## config.mk

```make
export PLATFORM = sky130hd
export DESIGN_NAME = stepper_step_sequencer
export DESIGN_NICKNAME = d
export VERILOG_FILES = /design/src/rtl/stepper_step_sequencer.sv
export SDC_FILE = /design/constraint.sdc
export NUM_CORES = 1
export LEC_CHECK = 0
export ABC_AREA = 1
export CORE_UTILIZATION = 42
export CTS_BUF_LIST = sky130_fd_sc_hd__clkbuf_8
export DETAILED_ROUTE_END_ITERATION = 8
export PLACE_DENSITY_LB_ADDON = 0.1
export SYNTH_ARGS = -nofsm -noshare
export SYNTH_HDL_FRONTEND = slang
export SYNTH_SLANG_ARGS = --single-unit
```

## constraint.sdc

```tcl
create_clock -name clock -period 2.4 [get_ports clock]
set_input_delay 0.6 -clock clock [delete_from_list [all_inputs] [get_ports clock]]
set_output_delay 0.6 -clock clock [all_outputs]
set_load 0.05 [all_outputs]
```

## src/rtl/stepper_step_sequencer.sv

```systemverilog
// Step/dir/enable sequencer for one stepper driver: emits a fixed-width STEP pulse,
// then waits on an external one-shot delay timer before the next step.
module stepper_step_sequencer #(
  parameter int unsigned STEP_HIGH = 50,
  parameter int unsigned STEPS_W   = 8
) (
  input  logic               clock,
  input  logic               reset_n,
  input  logic               cmd_valid,
  output logic               cmd_ready,
  input  logic               cmd_dir,
  input  logic [STEPS_W-1:0] cmd_steps,
  input  logic               abort,
  output logic               timer_start,
  input  logic               timer_done,
  output logic               step,
  output logic               dir,
  output logic               enable,
  output logic               busy,
  output logic [STEPS_W-1:0] steps_left,
  output logic               done,
  output logic               aborted
);

  localparam int unsigned HI_W = 8;
  localparam logic [HI_W-1:0] HI_LOAD = HI_W'(STEP_HIGH - 1);

  typedef enum logic [2:0] {
    IDLE,
    STEP_HI,
    START,
    WAIT,
    FINISH
  } state_t;

  state_t             state, state_d;
  logic [HI_W-1:0]    hi_cnt, hi_cnt_d;
  logic [STEPS_W-1:0] left_d;
  logic               dir_d, step_d, enable_d, timer_start_d, done_d, aborted_d;

  // Next-state and registered-output values
  always_comb begin
    state_d       = state;
    hi_cnt_d      = hi_cnt;
    left_d        = steps_left;
    dir_d         = dir;
    step_d        = step;
    enable_d      = enable;
    timer_start_d = 1'b0;
    done_d        = 1'b0;
    aborted_d     = 1'b0;

    case (state)
      IDLE: begin
        if (cmd_valid && !abort) begin
          dir_d    = cmd_dir;
          left_d   = cmd_steps;
          enable_d = 1'b1;
          if (cmd_steps == '0) begin
            state_d = FINISH;
            done_d  = 1'b1;
          end else begin
            state_d  = STEP_HI;
            step_d   = 1'b1;
            hi_cnt_d = HI_LOAD;
          end
        end
      end
      STEP_HI: begin
        if (hi_cnt == '0) begin
          step_d        = 1'b0;
          timer_start_d = 1'b1;
          state_d       = START;
        end else begin
          hi_cnt_d = hi_cnt - HI_W'(1);
        end
      end
      // timer_done may still be high from the previous delay here, so it is ignored
      START: state_d = WAIT;
      WAIT: begin
        if (timer_done) begin
          if (steps_left <= STEPS_W'(1)) begin
            left_d  = '0;
            state_d = FINISH;
            done_d  = 1'b1;
          end else begin
            left_d   = steps_left - STEPS_W'(1);
            state_d  = STEP_HI;
            step_d   = 1'b1;
            hi_cnt_d = HI_LOAD;
          end
        end
      end
      FINISH: begin
        state_d  = IDLE;
        enable_d = 1'b0;
      end
      default: state_d = IDLE;
    endcase

    // Abort overrides everything, but a move already in FINISH completes normally
    if (abort && (state != IDLE) && (state != FINISH)) begin
      state_d       = IDLE;
      hi_cnt_d      = hi_cnt;
      left_d        = steps_left;
      step_d        = 1'b0;
      enable_d      = 1'b0;
      timer_start_d = 1'b0;
      done_d        = 1'b0;
      aborted_d     = 1'b1;
    end
  end

  // State and output registers
  always_ff @(posedge clock or negedge reset_n) begin
    if (!reset_n) begin
      state       <= IDLE;
      hi_cnt      <= '0;
      steps_left  <= '0;
      dir         <= 1'b0;
      step        <= 1'b0;
      enable      <= 1'b0;
      timer_start <= 1'b0;
      done        <= 1'b0;
      aborted     <= 1'b0;
      busy        <= 1'b0;
      cmd_ready   <= 1'b1;
    end else begin
      state       <= state_d;
      hi_cnt      <= hi_cnt_d;
      steps_left  <= left_d;
      dir         <= dir_d;
      step        <= step_d;
      enable      <= enable_d;
      timer_start <= timer_start_d;
      done        <= done_d;
      aborted     <= aborted_d;
      busy        <= (state_d != IDLE);
      cmd_ready   <= (state_d == IDLE);
    end
  end

endmodule

```

==> flow_summary.ini <==
[run_status]
status = finished, final reports clean

[grt]
overflow = 0
use_met2_pct = 29.08
track_usage_pct = 18.88
gr-usage-met3_pct = 2.586
grt_pass1_vias = 1462
grt_pass1_wl_mm = 6.492
top_usage_layer = met2
antenna_found_initial = 0
met1_usage_pct = 27.65
grt_max_degree = 28

[critical_path]
crit_chain = clkdlybuf4s50_1
critical_path_class = reg2out
crit_fanout = 1
required_ns = 1.80
critPathArrivalTime_ns = 1.59
max_stage_delay_ns = 0.80
critical-path-top-delay-family = buffers and inverters
critical_path.endpoint_type = primary output
startpoint_type = flip-flop
path_buf_inv = 1
cp_slowest_cell = clkdlybuf4s50_1

[detailed_routing]
drtIter0Drc = 101
firstDrtPassIters = 4
routed_via_density = 4.808
drc = 0
wl_per_cell_um = 11.15
routed_wl_mm = 3.434
ant_nets = 0
num_vias = 1481

[synth]
synth_area_per_cell_um2 = 7.551
synth_top_cell_by_area = dfrtp_1
synth_cell_type_count = 29
syn-num-nets = 246
synth_area_um2 = 1722
yosys_warnings = 0
synth.top_cells.by_area = dfrtp_1, nand2_1, nor2_1
ys_ff_latch = 27
syn-instance-count = 228
ys_seq_area_share_pct = 39.32
yosysTopAreaCellShare_pct = 37.79

[clock_network]
cts_tree = yes
clock-sinks = 27
cts-root-buf = clkbuf_8
post_cts_buffers = 0
cts_max_path_buffers = 2
cts_hold_buf = 0
path_clk_slew_ns = 0.09
cts_made_buffers = 3
cts_resized = 0
htreeDepth = 1
insertion_delay_ns = 0.27

[run]
maxCapViolations = 0

[timing]
finalCriticalPeriod_ns = 2.191
finalCritPeriodShare_pct = 91.28
final-max-slew-violation-count = 0
fmax_mhz = 456.5
slew_headroom_pct = 66.36
rsz0062_at_grt = no
fin_tns_setup_ns = 0
setup_viol = 0
hold_viol = 0
skew_ns = 0.005159
tightestPinTransition_ns = 0.5030

[die]
dieArea_um2 = 4359
chipWidth_um = 66.03
core_um2 = 3799
rows = 22
ios = 30
initial_utilization_pct = 45.32
die_y_um = 66.03

[power_and_ir_drop]
power_density_nw_per_um2 = 1516
total_leakage_power_uw = 0.001067
max-vdd-ir-drop_mv = 0.6834

[finish]
reg_top3 = hi_cnt x8, steps_left x8, state x3
drive_above_1_share_pct = 16.15
fin_nets = 279
mostFrequentLayoutCell = nand2_1
design_area_um2 = 2103
area_growth_pct = 22.17
antenna_cells = 0
final_cell_mix = nand2_1, nor2_1, clkdlybuf4s50_1, dfrtp_1, inv_1

[placement]
placed_cell_area_um2 = 2057
port-buffer-count = 29
hpwl_mm = 2.719
routabilityCongestion = 0.8103

[min_path]
min_path_type = reg2reg
-- synth_stat cells --
cell	count
a21oi_1	1
buf_6	2
clkinv_1	1
clkinv_4	1
dfrtp_1	26
dfstp_2	1
ha_1	4
inv_1	23
inv_2	8
mux2_2	1
nand2_1	65
nand2_2	3
nand2_4	1
nand3_1	14
nand3_2	2
nand3_4	2
nor2_1	31
nor2_2	2
nor2_4	1
nor3_1	1
o21ai_0	4
o21ai_1	7
o21ai_2	13
o21bai_1	1
o221a_2	1
o22ai_1	3
or2_2	1
xnor2_1	2
xor2_1	6
-- cell families after synthesis --
family	synth area share, %
AO/OA/AOI/OAI	12.28
XOR/XNOR	4.070
adder cells (fa/ha/maj)	2.907
buffers and inverters	8.793
flip-flops	39.32
multiplexers	0.6540
AND/OR/NAND/NOR	31.98
-- stage by stage --
stage	instances	hold slack, ns	setup slack [ns]	power, uW	utilization [%]
after floorplan	228	0.3044	0.4616	2509	-
after global placement	304	0.4712	0.2447	2942	54.15
after detailed placement	304	0.4774	0.2092	2961	54.15
after CTS	308	0.4933	0.1935	3231	55.37
after global routing	308	0.5305	0.1522	3524	55.37
final	308	0.4873	0.2093	3190	55.37
-- cell type report --
cell class	count	area (um2)
Inverter	33	128.9
Multi-Input combinational cell	166	893.4
Clock inverter	1	5.005
Fill cell	397	1695
Timing Repair Buffer	30	297.8
Tap cell	48	60.06
Sequential cell	27	676.9
Clock buffer	3	41.29
-- path summary, 6_finish.rpt --
| check | end | depth (start not counted) | from | slack (ns) |
|---|---|---|---|---|
| max in group asynchronous | cmd_ready | 2 | reset_n | 1.40 |
| min in group asynchronous | hi_cnt[4] | 2 | reset_n | 0.69 |
| setup / recovery | cmd_ready | 1 | cmd_ready | 0.21 |
| setup reg to reg | hi_cnt[3] | 10 | steps_left[0] | 0.62 |
| hold reg to reg | hi_cnt[0] | 1 | hi_cnt[0] | 0.49 |
| hold / removal | hi_cnt[0] | 1 | hi_cnt[0] | 0.49 |
-- layer usage --
layer  share of wire (%)  vias to the layer above  routed length, um
met1                  51                      671               1766
met5                   0                        -                  0
li1                    -                      784                  -
met4                0.82                        0                 28
met3                 3.1                        4                107
met2                  45                       22               1531
-- power by group --
| part | switching [uW] | internal [uW] |
|---|---|---|
| clock network | 140 | 116 |
| logic | 1350 | 725 |
| registers | 189 | 670 |
| total | 1680 | 1510 |
Note: power is estimated with default switching activity, not from simulation.
